File: config.mk
export PLATFORM = sky130hd
export DESIGN_NAME = bip_control
export DESIGN_NICKNAME = d
export VERILOG_FILES = /design/src/rtl/bip_control_pkg.sv /design/src/rtl/bip_control_program_counter.sv /design/src/rtl/bip_control.sv
export SDC_FILE = /design/constraint.sdc
export NUM_CORES = 1
export LEC_CHECK = 0
export ABC_AREA = 1
export CAP_MARGIN = 25
export CORE_MARGIN = 8
export CORE_UTILIZATION = 41
export DETAILED_ROUTE_END_ITERATION = 12
export PLACE_DENSITY = 0.81
export SYNTH_ARGS = -nofsm -noshare
export SYNTH_HDL_FRONTEND = slang
export SYNTH_SLANG_ARGS = --single-unit
File: constraint.sdc
create_clock -name clk -period 1.1 [get_ports clk]
set_input_delay 0.11 -clock clk [delete_from_list [all_inputs] [get_ports clk]]
set_output_delay 0.11 -clock clk [all_outputs]
set_load 0.01 [all_outputs]
File: src/rtl/bip_control_pkg.sv
// Shared encodings for the BIP control unit: FSM states, opcodes, accumulator source selects.
package bip_control_pkg;

    typedef enum logic [2:0] {
        ST_IDLE   = 3'd0,
        ST_FETCH  = 3'd1,
        ST_DECODE = 3'd2,
        ST_EXEC   = 3'd3,
        ST_HALT   = 3'd4
    } state_t;

    localparam int OPC_W = 5;

    localparam logic [OPC_W-1:0] OP_HLT  = 5'b00000;
    localparam logic [OPC_W-1:0] OP_STO  = 5'b00001;
    localparam logic [OPC_W-1:0] OP_LD   = 5'b00010;
    localparam logic [OPC_W-1:0] OP_LDI  = 5'b00011;
    localparam logic [OPC_W-1:0] OP_ADD  = 5'b00100;
    localparam logic [OPC_W-1:0] OP_ADDI = 5'b00101;
    localparam logic [OPC_W-1:0] OP_SUB  = 5'b00110;
    localparam logic [OPC_W-1:0] OP_SUBI = 5'b00111;

    localparam logic [1:0] SELA_ALU = 2'b00;
    localparam logic [1:0] SELA_IMM = 2'b01;
    localparam logic [1:0] SELA_MEM = 2'b10;

    localparam logic [15:0] CYCLES_MAX = 16'hFFFF;

    // Opcodes whose operand is fetched from data memory.
    function automatic logic reads_mem(input logic [OPC_W-1:0] opc);
        return (opc == OP_LD) || (opc == OP_ADD) || (opc == OP_SUB);
    endfunction

endpackage

File: src/rtl/bip_control_program_counter.sv
// Program counter register: load-zero on program start, increment after EXEC, otherwise hold.
module program_counter #(
    parameter int PC_W = 11
) (
    input  logic            clk,
    input  logic            rst_n,
    input  logic            load_zero,
    input  logic            inc,
    output logic [PC_W-1:0] pc
);

    logic [PC_W-1:0] pc_r;

    // PC update; increment wraps naturally at 2^PC_W.
    always_ff @(posedge clk or negedge rst_n) begin
        if (!rst_n) begin
            pc_r <= '0;
        end else if (load_zero) begin
            pc_r <= '0;
        end else if (inc) begin
            pc_r <= pc_r + PC_W'(1);
        end else begin
            pc_r <= pc_r;
        end
    end

    assign pc = pc_r;

endmodule

File: src/rtl/bip_control.sv
// BIP control unit: 3-cycle FETCH/DECODE/EXEC sequencer with registered datapath strobes.
// Optional executed-cycle counter enabled by defining BIP_CYCLE_COUNTER_EN.
module bip_control
    import bip_control_pkg::*;
#(
    parameter int PC_W    = 11,
    parameter int INSTR_W = 16
) (
    input  logic               clk,
    input  logic               Reset_n,
    input  logic               Start,
    input  logic [INSTR_W-1:0] Instr,
    output logic [PC_W-1:0]    Instr_Addr,
    output logic [1:0]         SelA,
    output logic               SelB,
    output logic               WrAcc,
    output logic               Op,
    output logic               Clear,
    output logic [PC_W-1:0]    Addr,
    output logic               RdRam,
    output logic               WrRam,
    output logic               Done,
    output logic [15:0]        Cycles
);

    state_t               state_r;
    logic [INSTR_W-1:0]   ir_r;
    logic [1:0]           sel_a_r;
    logic                 sel_b_r;
    logic                 wr_acc_r;
    logic                 op_r;
    logic                 clear_r;
    logic                 rd_ram_r;
    logic                 wr_ram_r;
    logic                 done_r;

    logic [OPC_W-1:0]     instr_op_s;
    logic [OPC_W-1:0]     ir_op_s;
    logic                 start_accept_s;
    logic                 pc_load_zero_s;
    logic                 pc_inc_s;
    logic [PC_W-1:0]      pc_s;

    assign instr_op_s = Instr[INSTR_W-1 -: OPC_W];
    assign ir_op_s    = ir_r[INSTR_W-1 -: OPC_W];

    // Start is honoured only from IDLE or HALT; a halted program restarts exactly like a fresh one.
    always_comb begin
        start_accept_s = 1'b0;
        pc_load_zero_s = 1'b0;
        pc_inc_s       = 1'b0;
        if (((state_r == ST_IDLE) || (state_r == ST_HALT)) && Start) begin
            start_accept_s = 1'b1;
            pc_load_zero_s = 1'b1;
        end else if ((state_r == ST_EXEC) && (ir_op_s != OP_HLT)) begin
            pc_inc_s = 1'b1;
        end else begin
            pc_load_zero_s = 1'b0;
            pc_inc_s       = 1'b0;
        end
    end

    program_counter #(.PC_W(PC_W)) u_pc (
        .clk       (clk),
        .rst_n     (Reset_n),
        .load_zero (pc_load_zero_s),
        .inc       (pc_inc_s),
        .pc        (pc_s)
    );

    // Sequencer; EXEC strobes are decoded from Instr as it is latched so they register into EXEC.
    always_ff @(posedge clk or negedge Reset_n) begin
        if (!Reset_n) begin
            state_r  <= ST_IDLE;
            ir_r     <= '0;
            sel_a_r  <= 2'b00;
            sel_b_r  <= 1'b0;
            wr_acc_r <= 1'b0;
            op_r     <= 1'b0;
            clear_r  <= 1'b0;
            rd_ram_r <= 1'b0;
            wr_ram_r <= 1'b0;
            done_r   <= 1'b0;
        end else begin
            sel_a_r  <= SELA_ALU;
            sel_b_r  <= 1'b0;
            wr_acc_r <= 1'b0;
            op_r     <= 1'b0;
            clear_r  <= 1'b0;
            rd_ram_r <= 1'b0;
            wr_ram_r <= 1'b0;
            case (state_r)
                ST_IDLE, ST_HALT: begin
                    if (Start) begin
                        state_r <= ST_FETCH;
                        clear_r <= 1'b1;
                        done_r  <= 1'b0;
                    end else begin
                        state_r <= state_r;
                    end
                end
                ST_FETCH: begin
                    state_r <= ST_DECODE;
                end
                ST_DECODE: begin
                    ir_r     <= Instr;
                    state_r  <= ST_EXEC;
                    rd_ram_r <= reads_mem(instr_op_s);
                    case (instr_op_s)
                        OP_STO:  wr_ram_r <= 1'b1;
                        OP_LD:   begin sel_a_r <= SELA_MEM; wr_acc_r <= 1'b1; end
                        OP_LDI:  begin sel_a_r <= SELA_IMM; wr_acc_r <= 1'b1; end
                        OP_ADD:  begin sel_b_r <= 1'b1; op_r <= 1'b1; wr_acc_r <= 1'b1; end
                        OP_ADDI: begin op_r <= 1'b1; wr_acc_r <= 1'b1; end
                        OP_SUB:  begin sel_b_r <= 1'b1; wr_acc_r <= 1'b1; end
                        OP_SUBI: wr_acc_r <= 1'b1;
                        default: wr_acc_r <= 1'b0;
                    endcase
                end
                ST_EXEC: begin
                    if (ir_op_s == OP_HLT) begin
                        state_r <= ST_HALT;
                        done_r  <= 1'b1;
                    end else begin
                        state_r <= ST_FETCH;
                    end
                end
                default: begin
                    state_r <= ST_IDLE;
                    done_r  <= 1'b0;
                end
            endcase
        end
    end

`ifdef BIP_CYCLE_COUNTER_EN
    logic [15:0] cycles_r;
    logic        busy_s;

    assign busy_s = (state_r == ST_FETCH) || (state_r == ST_DECODE) || (state_r == ST_EXEC);

    // Executed-cycle counter: cleared on program start, saturating, frozen while halted.
    always_ff @(posedge clk or negedge Reset_n) begin
        if (!Reset_n) begin
            cycles_r <= 16'd0;
        end else if (start_accept_s) begin
            cycles_r <= 16'd0;
        end else if (busy_s && (cycles_r != CYCLES_MAX)) begin
            cycles_r <= cycles_r + 16'd1;
        end else begin
            cycles_r <= cycles_r;
        end
    end

    assign Cycles = cycles_r;
`else
    assign Cycles = 16'd0;
`endif

    assign Instr_Addr = pc_s;
    assign Addr       = ir_r[PC_W-1:0];
    assign SelA       = sel_a_r;
    assign SelB       = sel_b_r;
    assign WrAcc      = wr_acc_r;
    assign Op         = op_r;
    assign Clear      = clear_r;
    assign RdRam      = rd_ram_r;
    assign WrRam      = wr_ram_r;
    assign Done       = done_r;

endmodule

==> results_dict.tcl, run 1 <==
set metrics [dict create \
    cp.arrival_ns 1.42 \
    fraction_of_final_layout_cells_sized_beyond_drive_strength_1_pct 34.3 \
    fin_crit_ns 1.24 \
    crit_end "u_pc.pc[5]$_DFFE_PN0P_" \
    r2r_setup_slack_ns -0.14 \
    yosys.cell_types.count 22 \
    postPlaceCellArea_sq_mm 0.00250 \
    rr_endpoint "u_pc.pc[5]$_DFFE_PN0P_" \
    worstSetupEndpointType "register" \
    outcome "finished, violations left" \
    timing.critical_path.buf_inv 2 \
    netlist.area_leader.share_pct 50.7 \
    setup_viol 33 \
    placed_cells_incl_taps 340 \
    initial_cell_density_of_the_core_pct 41.6 \
    drt_first_iter_violations 88 \
    synth_top_cells_by_area "dfrtp_1 51%, nand2_1 16%, buf_4 11%, nand3_1 3.9%, inv_1 3.1%" \
    tritoncts.num_buffers 5 \
    p_total_mw 7.14 \
    num-nets-final 337 \
    gpl.final_weighted_congestion 0.853 \
    post-place-ws_ns -0.137 \
    grt_overflow 0 \
    critical_path.max_stage_delay_ns 0.46 \
    worst_setup_path_start_kind "register" \
    final_non_filler_cell_total 372 \
    max-clock-path-buffers 2 \
    syn_area_sq_mm 0.00193 \
    first_global_vias 1843 \
    total_vias_in_the_final_route 1774 \
    seq_area_frac_synth_pct 50.7 \
    critical_path_class "register to register" \
    clock_tree.root_cell "clkbuf_8" \
    core_region_area_sq_mm 0.00463 \
    achievable-frequency_mhz 804 \
    postSynthCellCount 232 \
    finClkSkew_ns 0.0106 \
    die_extent_in_x_um 84.5 \
    num_io_pins 66 \
    clkTransAtPathRegs_ns 0.08 \
    routed_wirelength_um 5390 \
    critical_path.startpoint "state_r[0]$_DFFE_PN0P_" \
    finish.instance_area_sq_mm 0.00308 \
    rows 25 \
    timing.critical_path.slowest_stage_cell "dfrtp_2" \
    reg2reg_from "state_r[0]$_DFFE_PN0P_" \
    flow.area_growth_from_synthesis_pct 59.8 \
    timing.max_cap.violations 0 \
    hold_violations 0 \
    first_pass_grt_wire_length_um 8330 \
    hold_path.class "primary input to async pin" \
    vdd_drop_max_v 0.00127 \
    antennaDiodeCount 0 \
    report.final.slew_viol_count 0 \
    synth-seq-cells 39 \
    failed_checks "setup timing" \
    worst-endpoint-required_ns 1.27 \
    grt_util_all_layers_pct 14.5 \
    crit_path_cell_trace "buf_6, nor2_4, nand2_4, clkbuf_16, nand3_1, nand2_1" \
    grt_antenna_before_repair 0 \
    chip_height_um 84.5 \
    drcViolationCount 0 \
    crit_path_max_fanout 6 \
    grt_start_max_net_pins 40 \
    kind_of_cell_with_the_highest_combined_delay_on_the_critical_path "flip-flops" \
    r2r.worst_path.cells 6 \
    vias_per_std_cell 4.77 \
    power.density_mw_per_mm2 2320 \
    drt_pass1_iterations 4 \
    buffer_ports.inserted 49 \
    worst_slack_ns -0.144 \
    tritoncts "built" \
    hpwl_um 3380 \
    floorplan_die_area_sq_mm 0.00715 \
    cts_max_level 2 \
    crit_cells 6 \
    yosysWarnings 0 \
    rsz0062_at_grt "yes" \
    wl_cell_um 14.5 \
    final_antenna_net_count 0 \
    netlist.top_cell.by_area "dfrtp_1" \
    tritoncts_num_sinks 39 \
    holdWs_ns 0.325 \
    cellLeakagePower_nw 1.58 \
    avgSynthCellArea_sq_um 8.30 \
    clkLatencyLatePin_ns 0.29 \
    timing.final.crit_share_pct 113 \
]
[cells by family (layout without fill, tap and decap cells)]
| kind of cell | count (synthesis) | after routing | share of synthesized area (%) |
|---|---|---|---|
| AOI/OAI and AO/OA | 10 | 10 | 2.86 |
| xor gates and xnor gates | 5 | 5 | 2.27 |
| adders and majority gates | 1 | 1 | 0.650 |
| buffers and inverters | 50 | 120 | 15.3 |
| DFF | 39 | 39 | 50.7 |
| other | 1 | 16 | 0.195 |
| and+or+nand+nor | 126 | 127 | 28.1 |
[worst reg2reg max path: stages, from the launching register on]
cell and delay, ns:
dfrtp_2 0.46, buf_6 0.13, nor2_4 0.12, nand2_4 0.11
clkbuf_16 0.18, nand3_1 0.07, nand2_1 0.05
[Yosys cell counts]
cell type  count
a21oi_1        3
a22oi_1        2
buf_2          4
buf_4         27
conb_1         1
dfrtp_1       39
ha_1           1
inv_1         16
inv_2          3
nand2_1       83
nand2_2        1
nand3_1       15
nand3_2        2
nand4_1        4
nor2_1         9
nor2_2         5
nor3_1         5
nor4_1         1
o21ai_0        5
or2_1          1
xnor2_1        2
xor2_1         3
[worst min-delay path by stage]
stage | cells after the start | end | slack [ns]
finish | 3 | Clear$_DFF_PN0_ | 0.33
global route | 3 | u_pc.pc[0]$_DFFE_PN0P_ | 0.36
CTS | 3 | Clear$_DFF_PN0_ | 0.32
detailed placement | 2 | Clear$_DFF_PN0_ | 0.09
global placement | 2 | u_pc.pc[2]$_DFFE_PN0P_ | 0.09
floorplan | 0 | Clear$_DFF_PN0_ | -0.19
[where the power goes]
group          internal [mW]  total [mW]  leakage [nW]  switching, mW
sequential              1.89        2.23         0.502          0.339
clock                  0.573        1.06        0.0515          0.484
combinational           1.84        3.85          1.02           2.01
[timing repair]
action                                 CTS  global route
resized for setup                       73            63
setup endpoints to repair               62            52
buffers inserted                        10            10
endpoints found under the hold margin   39             0
cloned                                   1             2
pin swaps                               18            20
hold buffers                             1             0
[cell type report]
| class | count | area, sq um |
|---|---|---|
| Clock buffer | 8 | 100 |
| Fill cell | 364 | 1550 |
| Inverter | 19 | 96.3 |
| Multi-Input combinational cell | 159 | 947 |
| Sequential cell | 39 | 982 |
| Tap cell | 54 | 67.6 |
| Timing Repair Buffer | 92 | 880 |
| Timing Repair inverter | 1 | 5.00 |
[metrics by stage]
stage	TNS (ns)	util [%]
global placement	-1.64	54.0
finish	-3.38	66.5
floorplan	-0.187	-
global route	-5.21	66.5
CTS	-0.749	59.9
detailed placement	-2.40	54.0
[routing by layer]
| metal | global-route usage [%] | vias up | share of wire (%) |
|---|---|---|---|
| met5 | 0 | - | 0 |
| met4 | 3.40 | 0 | 0.67 |
| met3 | 6.24 | 4 | 7.5 |
| met2 | 25.6 | 57 | 53 |
| met1 | 15.6 | 860 | 39 |
| li1 | - | 853 | - |
[flip-flops by register name, summed over array words and instances (netlist names)]
register,cells
Clear,1
Done,1
Op,1
RdRam,1
SelA,2
SelB,1
WrAcc,1
WrRam,1
ir_r,16
state_r,3
u_pc.pc,11
[placed cells by master, fill, tap and decap left out, types with 3 or more instances in the layout]
| cell | count |
|---|---|
| buf_4 | 27 |
| buf_6 | 12 |
| a21oi_1 | 3 |
| nand3_1 | 8 |
| nand3_2 | 6 |
| conb_1 | 16 |
| inv_1 | 10 |
| clkdlybuf4s15_1 | 17 |
| dfrtp_1 | 34 |
| inv_2 | 5 |
| clkdlybuf4s50_1 | 17 |
| clkbuf_8 | 7 |
| nand3_4 | 4 |
| nor2_2 | 4 |
| nor2_1 | 5 |
| xor2_1 | 3 |
| dlygate4sd2_1 | 11 |
| nand4_1 | 4 |
| dfrtp_2 | 5 |
| nor2_4 | 5 |
| nand2_1 | 73 |
| nand2_2 | 8 |
Note: power is estimated with default switching activity, not from simulation.
==> run 2, diff against run 1 <==
--- a/config.mk
+++ b/config.mk
@@ -5,10 +5,11 @@
 export SDC_FILE = /design/constraint.sdc
 export NUM_CORES = 1
 export LEC_CHECK = 0
-export ABC_AREA = 1
 export CAP_MARGIN = 25
+export CELL_PAD_IN_SITES_DETAIL_PLACEMENT = 1
+export CELL_PAD_IN_SITES_GLOBAL_PLACEMENT = 1
 export CORE_MARGIN = 8
-export CORE_UTILIZATION = 41
+export CORE_UTILIZATION = 31
 export DETAILED_ROUTE_END_ITERATION = 12
 export PLACE_DENSITY = 0.81
 export SYNTH_ARGS = -nofsm -noshare
==> run 2 against run 1 <==
Against the previous run: the run still ends with setup timing left; clock skew decreased by 0.0072 ns; combinational power decreased by 4%; cell area decreased by 3.5%; synthesized area decreased by 2.3%; power decreased by 0.17%; die area increased by 23%; flip-flop and latch count unchanged; routed wire length increased by 5.3%; largest power group unchanged; via count decreased by 17%; clock power increased by 18%; synthesized cell count decreased by 31%; largest cell class unchanged.
==> results_dict.tcl, run 2 <==
set metrics [dict create \
    timing.final.crit_share_pct 155 \
    worst-endpoint-required_ns 1.29 \
    synth_async_sr_flop_share_pct 100 \
    initial_cell_density_of_the_core_pct 32.0 \
    antennaDiodeCount 0 \
    drt_pass1_iterations 4 \
    post_synth_most_frequent_cells "39 x dfrtp_1, 29 x buf_4, 16 x mux2_2" \
    cellLeakagePower_nw 1.41 \
    wl_cell_um 17.8 \
    mostFrequentLayoutCell "dfrtp_1" \
    worst_slack_ns -0.600 \
    synth_top_cells_by_area "dfrtp_1 52%, buf_4 12%, mux2_2 9.6%, nor2_1 2.2%, nand2_1 1.6%" \
    die_extent_in_x_um 93.9 \
    final_antenna_net_count 0 \
    flow.area_growth_from_synthesis_pct 58.0 \
    crit_path_max_fanout 8 \
    reg2reg_from "ir_r[13]$_DFFE_PN0P_" \
    tritoncts.num_buffers 5 \
    setup_viol 37 \
    first_global_vias 1795 \
    grt_overflow 0 \
    clkTransAtPathRegs_ns 0.08 \
    total_vias_in_the_final_route 1477 \
    report.final.slew_viol_count 0 \
    num-nets-final 264 \
    critical_path_class "register to register" \
    failed_checks "setup timing" \
    finish.instance_area_sq_mm 0.00297 \
    netlist.area_leader.share_pct 51.9 \
    clkLatencyLatePin_ns 0.29 \
    drcViolationCount 0 \
    r2r_setup_slack_ns -0.60 \
    drt_first_iter_violations 30 \
    synth-seq-cells 39 \
    avgSynthCellArea_sq_um 11.7 \
    power.density_mw_per_mm2 2400 \
    max_reg_flops 16 \
    clock_tree.root_cell "clkbuf_8" \
    ys_dominant_reg_cell "dfrtp_1" \
    globalRouteMet1Util_pct 13.6 \
    outcome "finished, violations left" \
    vdd_drop_max_v 0.00122 \
    yosys.cell_types.count 37 \
    hold_violations 0 \
    power_frac_clock_pct 17.5 \
    postLayoutCoreUtil_pct 50.5 \
    global_route.peak_usage_layer "met2" \
    most_frequent_cells_in_the_layout "39 x dfrtp_1, 28 x buf_4, 18 x buf_6" \
    core_region_area_sq_mm 0.00589 \
    use_met3_pct 2.80 \
    worstSetupEndpointType "register" \
    synth_enable_flop_cells 0 \
    first_pass_grt_wire_length_um 9150 \
    critical_path.startpoint "ir_r[13]$_DFFE_PN0P_" \
    tritoncts_num_sinks 39 \
    max-clock-path-buffers 2 \
    cts_max_level 2 \
    vias_per_std_cell 4.62 \
    fin_crit_ns 1.70 \
    achievable-frequency_mhz 588 \
    tritoncts "built" \
    hold_path.class "primary input to async pin" \
    netlist.top_cell.by_area "dfrtp_1" \
    yosysWarnings 0 \
    postPlaceCellArea_sq_mm 0.00258 \
    hpwl_um 3790 \
    sw_frac_of_total_pct 33.0 \
    syn_area_sq_mm 0.00188 \
    buffer_ports.inserted 49 \
    chip_height_um 93.9 \
    p_total_mw 7.13 \
    num_io_pins 66 \
    rsz0062_at_grt "yes" \
    fraction_of_final_layout_cells_sized_beyond_drive_strength_1_pct 39.2 \
    grt_util_all_layers_pct 13.3 \
    rows 28 \
    gpl.final_weighted_congestion 0.752 \
    timing.max_cap.violations 0 \
    holdWs_ns 0.316 \
    cell_internal_pwr_mw 4.78 \
    grt.met2_usage_pct 25.0 \
    finClkSkew_ns 0.00348 \
    postSynthCellCount 161 \
    grt_start_max_net_pins 40 \
    floorplan_die_area_sq_mm 0.00881 \
    switchingPower_mw 2.35 \
    grt_antenna_before_repair 0 \
    cp.arrival_ns 1.89 \
    routed_wirelength_um 5680 \
    seq_area_frac_synth_pct 51.9 \
    power.share.combinational_pct 51.9 \
    largest-register "ir_r" \
    sequentialPowerShare_pct 30.6 \
    synthMostInstantiatedCell "dfrtp_1" \
    worst_setup_path_start_kind "register" \
]
-- run 2: cell types whose count changed in the layout (fill, tap and decap cells not counted), moves of 5 or more --
cell,before,now
nand3_1,8,2
buf_6,12,18
inv_2,5,0
mux2_4,0,16
nand2_1,73,6
nand3_2,6,0
dfrtp_1,34,39
clkdlybuf4s15_1,17,12
dfrtp_2,5,0
nand2_2,8,1
inv_1,10,1
-- run 2: final timing paths --
check | cells past startpoint | endpoint
min in group clk | 2 | ir_r[0]$_DFFE_PN0P_
min | 3 | ir_r[3]$_DFFE_PN0P_
max reg2reg | 4 | u_pc.pc[1]$_DFFE_PN0P_
max in group asynchronous | 3 | u_pc.pc[9]$_DFFE_PN0P_
min reg2reg | 1 | ir_r[1]$_DFFE_PN0P_
max | 4 | u_pc.pc[1]$_DFFE_PN0P_
-- run 2: critical path, cell delays in order (launching register included) --
cell,delay (ns)
dfrtp_1,0.39
or4_4,0.62
o21ai_4,0.30
mux2i_1,0.22
nor2_1,0.06
-- run 2: area by class of cell --
class                           instances  area (sq um)
Multi-Input combinational cell        102           843
Tap cell                               75          93.8
Timing Repair Buffer                   94           928
Inverter                                2          12.5
Sequential cell                        39           976
Clock buffer                            6          82.6
Fill cell                             640          2910
Clock inverter                          2          35.0
-- run 2: kinds of logic after synthesis --
kind of cell	Yosys count	share of synthesized area (%)
AO/OA/AOI/OAI	24	9.51
multiplexers	17	10.1
flip-flops	39	51.9
buffers and inverters	35	13.7
adder cells (fa/ha/maj)	1	0.665
AND/OR/NAND/NOR	40	12.0
other	1	0.199
XOR/XNOR	4	1.86
-- run 2: through the flow --
stage	worst slack [ns]	cells	setup TNS, ns
floorplan	-0.472	176	-13.07
global placement	-0.542	297	-12.76
detailed placement	-0.607	297	-14.27
CTS	-0.612	318	-15.45
global route	-0.678	320	-17.15
finish	-0.600	320	-15.18
-- run 2: timing repair --
action / CTS / global route
gates resized for setup: 89 / 36
pin swaps: 6 / 8
hold endpoints to repair: 39 / 0
setup buffers: 14 / 9
cloned: 3 / 0
setup endpoints to repair: 68 / 57
hold buffers: 1 / 0
-- run 2: power groups by stage --
stage / Sequential (mW) / Combinational, mW / Clock (mW)
2_1_floorplan: 2.12 / 1.95 / 0
3_3_place_gp: 2.13 / 2.75 / 0
3_5_place_dp: 2.17 / 2.84 / 0
4_1_cts: 2.17 / 3.67 / 1.29
5_1_grt: 2.23 / 3.96 / 1.34
6_report: 2.18 / 3.70 / 1.25
-- run 2: routing by layer --
metal | share of wire, % | wire length, um
met1 | 39 | 2230
met2 | 55 | 3120
met3 | 3.6 | 206
met4 | 2.2 | 123
met5 | 0 | 0
==> run 3, diff against run 2 <==
--- a/config.mk
+++ b/config.mk
@@ -8,6 +8,7 @@
 export CAP_MARGIN = 25
 export CELL_PAD_IN_SITES_DETAIL_PLACEMENT = 1
 export CELL_PAD_IN_SITES_GLOBAL_PLACEMENT = 1
+export CORE_ASPECT_RATIO = 1.25
 export CORE_MARGIN = 8
 export CORE_UTILIZATION = 31
 export DETAILED_ROUTE_END_ITERATION = 12
==> run 3 against run 2 <==
Against the previous run: the flow still finishes with violations (setup timing); sequential share of layout area down 0.097 points; non-clock buffer count up 5; combinational power about the same; worst setup slack better by 0.023 ns; clock-buffer cell count up 2; highest routed layer unchanged; die area up 0.18%; flip-flop and latch count unchanged; critical path depth unchanged; cell count down 0.94%.
==> results_dict.tcl, run 3 (synthesis results as in run 2) <==
set metrics [dict create \
    clkTransAtPathRegs_ns 0.08 \
    drcViolationCount 0 \
    tritoncts.num_buffers 5 \
    max-clock-path-buffers 2 \
    power.density_mw_per_mm2 2330 \
    total_vias_in_the_final_route 1508 \
    power.share.combinational_pct 53.4 \
    core_region_area_sq_mm 0.00582 \
    mostFrequentLayoutCell "dfrtp_1" \
    drt_pass1_iterations 4 \
    rows 31 \
    tritoncts "built" \
    failed_checks "setup timing" \
    worstSetupEndpointType "register" \
    first_pass_grt_wire_length_um 8930 \
    buffer_ports.inserted 49 \
    most_frequent_cells_in_the_layout "39 x dfrtp_1, 30 x buf_4, 22 x buf_6" \
    initial_cell_density_of_the_core_pct 32.3 \
    floorplan_die_area_sq_mm 0.00883 \
    grt_overflow 0 \
    cell_internal_pwr_mw 4.68 \
    timing.max_cap.violations 0 \
    post-place-ws_ns -0.583 \
    worst-endpoint-required_ns 1.28 \
    routed_wirelength_um 5730 \
    report.final.slew_viol_count 0 \
    setup_viol 40 \
    chip_height_um 103 \
    achievable-frequency_mhz 596 \
    max_reg_flops 16 \
    grt_antenna_before_repair 0 \
    critical_path_class "register to register" \
    fraction_of_final_layout_cells_sized_beyond_drive_strength_1_pct 39.4 \
    wl_cell_um 18.1 \
    r2r_setup_slack_ns -0.58 \
    vias_per_std_cell 4.76 \
    num_io_pins 66 \
    power_frac_clock_pct 15.4 \
    multi_input_comb_area_sq_um 815 \
    flow.area_growth_from_synthesis_pct 58.5 \
    clkLatencyLatePin_ns 0.29 \
    rsz0062_at_grt "yes" \
    cts_max_level 2 \
    largest-register "ir_r" \
    hold_violations 0 \
    finClkSkew_ns 0.00616 \
    timing.final.crit_share_pct 152 \
    sw_frac_of_total_pct 32.7 \
    tritoncts_num_sinks 39 \
    clock_tree.root_cell "clkbuf_8" \
    hold_path.class "primary input to async pin" \
    hpwl_um 3680 \
    first_global_vias 1766 \
    final_antenna_net_count 0 \
    fin_crit_ns 1.68 \
    cellLeakagePower_nw 1.45 \
    antennaDiodeCount 0 \
    outcome "finished, violations left" \
    drt_first_iter_violations 61 \
    grt_util_all_layers_pct 13.0 \
    postLayoutCoreUtil_pct 51.2 \
    crit_path_max_fanout 8 \
    gpl.final_weighted_congestion 0.738 \
    sequentialPowerShare_pct 31.1 \
    num-nets-final 270 \
    worst_slack_ns -0.577 \
    grt_start_max_net_pins 40 \
    fillCellCount 626 \
    area.sequential_sq_um 976 \
    die_extent_in_x_um 85.7 \
    switchingPower_mw 2.28 \
    vdd_drop_max_v 0.00105 \
    cp.arrival_ns 1.86 \
    worst_setup_path_start_kind "register" \
]
[run 3: cell types whose count changed in the layout (fill, tap and decap cells not counted), moves of 3 or more]
| cell | delta |
|---|---|
| o21ai_0 | +3 |
| buf_6 | +4 |
| o21ai_1 | -3 |
| nor2_4 | -3 |
| buf_12 | +3 |
[run 3: repair_timing]
| item | 4_1_cts | 5_1_grt |
|---|---|---|
| pin swaps | 7 | 14 |
| hold buffers | 1 | 0 |
| endpoints found under the setup margin | 68 | 57 |
| buffers inserted | 18 | 8 |
| gates cloned | 3 | 1 |
| hold endpoints to repair | 39 | 0 |
| gates resized for setup | 92 | 23 |
[run 3: critical path, cell delays in order (launching register included)]
cell and delay, ns:
dfrtp_1 0.38, or4_4 0.61, o21ai_4 0.30, mux2i_1 0.22, nor2_1 0.05
[run 3: layout make-up]
| type | count | area share, % |
|---|---|---|
| clock buffers | 8 | 3.36 |
| flip-flops and latches | 39 | 32.7 |
| well taps | 66 | 2.77 |
| multi-input cells | 102 | 27.3 |
| repair inverters | 1 | 0.210 |
| inverters | 2 | 0.420 |
| repair buffers | 99 | 33.2 |
[run 3: path summary, 6_finish.rpt]
path,to,cells past startpoint,from
setup / recovery,u_pc.pc[1]$_DFFE_PN0P_,4,ir_r[12]$_DFFE_PN0P_
hold / removal,ir_r[6]$_DFFE_PN0P_,3,Reset_n
setup reg to reg,u_pc.pc[1]$_DFFE_PN0P_,4,ir_r[12]$_DFFE_PN0P_
hold reg to reg,ir_r[1]$_DFFE_PN0P_,1,ir_r[1]$_DFFE_PN0P_
max in group asynchronous,u_pc.pc[5]$_DFFE_PN0P_,3,Reset_n
min in group clk,ir_r[2]$_DFFE_PN0P_,2,Instr[2]
[run 3: metrics by stage]
| stage | area, sq um | TNS [ns] | std cells | total power [mW] | hold slack [ns] |
|---|---|---|---|---|---|
| finish | 2980 | -15.06 | 317 | 6.95 | 0.319 |
| global route | 2980 | -17.44 | 317 | 7.37 | 0.350 |
| CTS | 2950 | -15.63 | 314 | 6.99 | 0.327 |
| floorplan | 2010 | -13.07 | 176 | 4.07 | -0.186 |
| global placement | 2580 | -12.68 | 289 | 4.85 | 0.0944 |
| detailed placement | 2580 | -13.57 | 289 | 4.95 | 0.0979 |
[run 3: power by group through the flow]
stage | logic (mW) | registers, mW | clock network (mW)
after global placement | 2.72 | 2.14 | 0
final | 3.72 | 2.17 | 1.07
after CTS | 3.74 | 2.15 | 1.10
after global routing | 3.98 | 2.21 | 1.17
after floorplan | 1.95 | 2.12 | 0
after detailed placement | 2.79 | 2.16 | 0
[run 3: layer usage]
metal / track usage, % / wire [um] / up-vias
met1: 14.3 / 2160 / 756
met4: 5.00 / 176 / 0
met2: 23.6 / 3120 / 42
li1: - / - / 693
met5: 0 / 0 / -
met3: 3.19 / 270 / 17
